### src/rtl/divider16by8_seq.sv
// Sequential restoring divider: 2N-bit dividend / N-bit divisor, one quotient bit per cycle.
// Optional macro DIVIDER_CHECK_EN adds divide-by-zero / quotient-overflow detection on err.
module divider16by8_seq #(
  parameter int N = 8
) (
  input  logic           clk,
  input  logic           rst,
  input  logic           in_valid,
  output logic           in_ready,
  input  logic [2*N-1:0] P,
  input  logic [N-1:0]   B,
  output logic           out_valid,
  input  logic           out_ready,
  output logic [N-1:0]   A,
  output logic [N-1:0]   R,
  output logic           err
);

  localparam int CW = $clog2(N + 1);

  typedef enum logic [1:0] {IDLE, CALC, DONE} state_t;

  state_t          state_q;
  logic [N:0]      rem_q;
  logic [N-1:0]    sh_q;
  logic [N-1:0]    b_q;
  logic [CW-1:0]   cnt_q;
  logic            in_ready_q;
  logic            out_valid_q;
  logic [N-1:0]    a_q;
  logic [N-1:0]    r_q;

  logic [N:0]      t_d;
  logic [N:0]      rem_d;
  logic [N-1:0]    sh_d;

  // sh_q starts as the low dividend half and fills with quotient bits from the LSB
  always_comb begin
    t_d   = {rem_q[N-1:0], sh_q[N-1]};
    rem_d = t_d;
    sh_d  = {sh_q[N-2:0], 1'b0};
    if (t_d >= {1'b0, b_q}) begin
      rem_d   = t_d - {1'b0, b_q};
      sh_d[0] = 1'b1;
    end
  end

`ifdef DIVIDER_CHECK_EN
  logic err_q;
  logic err_pend_q;
  logic bad_d;

  assign bad_d = (B == '0) || (P[2*N-1:N] >= B);
  assign err   = err_q;
`else
  assign err   = 1'b0;
`endif

  always_ff @(posedge clk) begin
    if (rst) begin
      state_q     <= IDLE;
      rem_q       <= '0;
      sh_q        <= '0;
      b_q         <= '0;
      cnt_q       <= '0;
      in_ready_q  <= 1'b1;
      out_valid_q <= 1'b0;
      a_q         <= '0;
      r_q         <= '0;
`ifdef DIVIDER_CHECK_EN
      err_q       <= 1'b0;
      err_pend_q  <= 1'b0;
`endif
    end else begin
      case (state_q)
        IDLE: begin
          if (in_valid) begin
            b_q        <= B;
            rem_q      <= {1'b0, P[2*N-1:N]};
            sh_q       <= P[N-1:0];
            cnt_q      <= CW'(N);
            in_ready_q <= 1'b0;
            state_q    <= CALC;
`ifdef DIVIDER_CHECK_EN
            err_pend_q <= bad_d;
            err_q      <= 1'b0;
`endif
          end
        end
        CALC: begin
`ifdef DIVIDER_CHECK_EN
          // Bad operands resolve on the first CALC edge without stepping
          if (err_pend_q) begin
            a_q         <= '1;
            r_q         <= '1;
            err_q       <= 1'b1;
            err_pend_q  <= 1'b0;
            out_valid_q <= 1'b1;
            state_q     <= DONE;
          end else begin
`endif
            rem_q <= rem_d;
            sh_q  <= sh_d;
            cnt_q <= cnt_q - CW'(1);
            if (cnt_q == CW'(1)) begin
              a_q         <= sh_d;
              r_q         <= rem_d[N-1:0];
              out_valid_q <= 1'b1;
              state_q     <= DONE;
            end
`ifdef DIVIDER_CHECK_EN
          end
`endif
        end
        DONE: begin
          if (out_ready) begin
            out_valid_q <= 1'b0;
            in_ready_q  <= 1'b1;
            state_q     <= IDLE;
          end
        end
        default: begin
          state_q     <= IDLE;
          in_ready_q  <= 1'b1;
          out_valid_q <= 1'b0;
        end
      endcase
    end
  end

  assign in_ready  = in_ready_q;
  assign out_valid = out_valid_q;
  assign A         = a_q;
  assign R         = r_q;

endmodule
### config.mk
export PLATFORM = sky130hd
export DESIGN_NAME = divider16by8_seq
export DESIGN_NICKNAME = d
export VERILOG_FILES = /design/src/rtl/divider16by8_seq.sv
export SDC_FILE = /design/constraint.sdc
export NUM_CORES = 1
export LEC_CHECK = 0
export BUFFER_PORTS_ARGS = -buffer_cell sky130_fd_sc_hd__buf_4
export CAP_MARGIN = 20
export CORE_MARGIN = 2
export CORE_UTILIZATION = 55
export CTS_CLUSTER_SIZE = 40
export DETAILED_ROUTE_END_ITERATION = 8
export PLACE_DENSITY = 0.86
export RECOVER_POWER = 25
export SETUP_SLACK_MARGIN = 0.1
export SLEW_MARGIN = 20
export SYNTH_ARGS = -nofsm -noshare
export SYNTH_HDL_FRONTEND = slang
export SYNTH_SLANG_ARGS = --single-unit
### constraint.sdc
create_clock -name clk -period 3.8 [get_ports clk]
set_input_delay 0.19 -clock clk [delete_from_list [all_inputs] [get_ports clk]]
set_output_delay 0.19 -clock clk [all_outputs]
set_load 0.05 [all_outputs]
==> impl_results.md <==
- Clock root buffer: clkbuf_8
- CTS tree: done
- Register area share after synthesis: a little under two fifths
- Worst Setup Start Kind: flop
- CP Class: reg -> reg
- Critical-path cell list: inv_1 > ha_1 > fa_1 > nor2b_1 > o211ai_1 > a211oi_1 > a211oi_2 > nor3_1 > nor3_1
- CTS Sinks: 48
- Clock tree buffer depth: 2
- Synthesized area: 2510 µm²
- TritonCTS Buffers: 5
- Max-slew violations: 0
- Max Cap Viol: 0
- Delay-heaviest family, CP: adder cells
- Most used cell, CP: nor3_1
- GR Overflow Total: 0
- PortBufs: 45
- Final Power: between 1.5 and 2 mW
- Layout cells sized above 1: 16.6%
- Largest net degree at the start of global routing: between 40 and 50
- Status: finished, final reports clean
- First-pass GRT wire length: roughly 10 mm
- Setup_tns: 0 ps
- CTS resizes: 0
- Final WS setup: 1630 ps
- Setup-failing EPs final: 0
- Count of cell types in the netlist: 53
- Vias: 2344
- DR vias/cell: approximately 5.8
- Slowest stage delay, CP: 400 ps
- Yosys Warn Count: 0
- Mean Syn Cell Area: 8.00 µm²
- Worst vdd ir: 316 µV
- LEAKAGE: approximately 1.1 nW
- H-tree levels: 2
- WL per Instance: 14.9 µm
- Core ar.: 4380 µm²
- Top-level I/O count: 47
- FMAX: between 0.4 and 0.5 GHz
- Minimum clock period: roughly 2200 ps
- Initial antenna violation count: 0
- Unrepaired setup endpoints after global routing: no
- CTS Hold Bufs: 0
- All-Layer GR Usage: 24.8%
- Area grow syn2layout: 14.5%
- Worst setup EP type: flop
- P per Cell Area: 535 nW/µm²
- Worst slew margin: 44.0%
- Top FF cell, synth: dfxtp_1
- # DRC: 0
- Worst path slowest cell: fa_1
- Pre-Repair DR Iteration Count: 4
- Cells after synthesis: 314
- Post-synth EDFFs: 0
- Final-report hold violation count: 0
- Die height: 71.6 µm
- Synthesis-stage register bit count: 48
- Clock Skews: 4.84 ps
- Top post-synthesis cells by area: dfxtp_1 (38%), nand2_1 (8.7%), a21oi_1 (7.8%)
- Worst hold path class: in -> reg
- Number of setup buffers added after CTS: 0
- Ant. Diodes: 0
- Row Count: 24
- Worst Tran Pin Value: roughly 840 ps
- Ratio of final minimum period to clock period: 57.1%
- DRT iter0 DRCs: 176
- Place WS: 1480 ps
- Syn Nets: 353
- Routability Congestion: 0.839
- Dominant cell type by area after synthesis: dfxtp_1
- Hpwl dp: 4.19 mm
- Die area: 5120 µm²
- Crit path buffers/inverters: 1
- Final nets: 388
- Clk slew on worst S/H paths: around 90 ps
- Die Width: around 72 µm
- Ys async rst share: 0%
- Fill cells: 419
- Worst-Skew Late Latency: ~310 ps
- Post-synth top area share: 38.3%
- Vias in the first global route: 2245
- Largest fanout on the critical path: 3
- ANT nets after route: 0
- Initial Util: about 57%
- WP data arrival: 2350 ps
- WL final: roughly 6.0 mm
- CP required: roughly 4000 ps
==> path summary, 6_finish.rpt <==
path	from	depth (start not counted)	endpoint	slack, ps
worst min-delay path	B[3]	3	b_q[3]	120
worst max register to register	sh_q[7]	9	R[6]	1630
worst max-delay path	sh_q[7]	9	R[6]	1630
worst min register to register	A[7]	2	A[7]	460
==> metrics by stage <==
stage                     util [%]  std cells  instance area (µm²)  hold slack, ps
after floorplan                  -        314                 2510             326
after global placement        65.0        394                 2850             436
after detailed placement      65.0        394                 2850             446
after CTS                     66.8        401                 2930             116
after global routing          65.6        401                 2880             148
final                         65.6        401                 2880             124
==> worst reg2reg max path, cell delays in order, from the launching register on <==
cell and delay, ps:
dfxtp_1 360, inv_1 50, ha_1 230, fa_1 410, nor2b_1 210, o211ai_1 130
a211oi_1 280, a211oi_2 90, nor3_1 210, nor3_1 70
==> flip-flops by register name (all words and copies together), names as in the netlist <==
register	cells
A	8
R	8
b_q	8
rem_q	8
sh_q	8
cnt_q	4
state_q	2
in_ready	1
out_valid	1
==> power breakdown <==
part,switching (mW),internal [mW]
logic,0.399,0.252
registers,0.0424,0.547
clock network,0.174,0.125
==> cell families after synthesis <==
kind of cell	after synthesis	synth area share [%]
and+or+nand+nor	130	25.7
AOI/OAI and AO/OA	89	23.7
DFF	48	38.3
buffers and inverters	31	5.03
adders and majority gates	11	5.78
xor gates and xnor gates	4	1.40
other	1	0.149
==> cell usage after synthesis, types with 2 or more instances <==
cell / n
nand2_1: 58
dfxtp_1: 48
a21oi_1: 39
nor2_1: 18
clkbuf_1: 13
inv_1: 12
a22oi_1: 10
ha_1: 10
nor3_1: 9
nand3_1: 8
o21ai_0: 8
a31oi_1: 7
buf_2: 5
nand2b_1: 5
nor2b_1: 5
and2_1: 4
a311o_1: 3
and3_1: 3
and4_1: 3
nand2_2: 3
or2_2: 3
a211oi_1: 2
a21oi_4: 2
nand3b_1: 2
nor4_1: 2
o21a_1: 2
o21ai_1: 2
xnor2_1: 2
xor2_1: 2
==> placed cells by master (no fill, tap or decap), drive strengths merged, types with 2 or more instances in the layout <==
cell / instances
ha: 10
inv: 12
nand3b: 2
o21ai: 10
nor3b: 2
or2: 3
o31ai: 2
a22oi: 10
a211oi: 3
nor2b: 5
o21a: 2
nor3: 10
a311o: 3
nand2: 61
a31oi: 8
and2: 5
dfxtp: 48
a21oi: 41
and3: 3
nand2b: 5
nor2: 18
nand3: 8
xnor2: 2
buf: 32
nor4: 2
and4: 3
xor2: 2
clkbuf: 20
==> layout make-up <==
cell class	instances	area, µm²	share of cell area [%]
flip-flops and latches	48	961	33.4
clock inverters	2	12.5	0.435
clock buffers	5	68.8	2.39
multi-input cells	235	1430	49.6
well taps	52	65.1	2.26
repair buffers	47	297	10.3
inverters	12	45.0	1.57
==> per-layer routing <==
layer	track usage, %	vias up	share of wire, %
li1	-	1166	-
met1	32.7	1087	45
met2	41.0	84	47
met3	4.64	7	6.7
met4	8.39	0	1.2
met5	0	-	0
No activity file was read; power rests on OpenSTA's default activity.
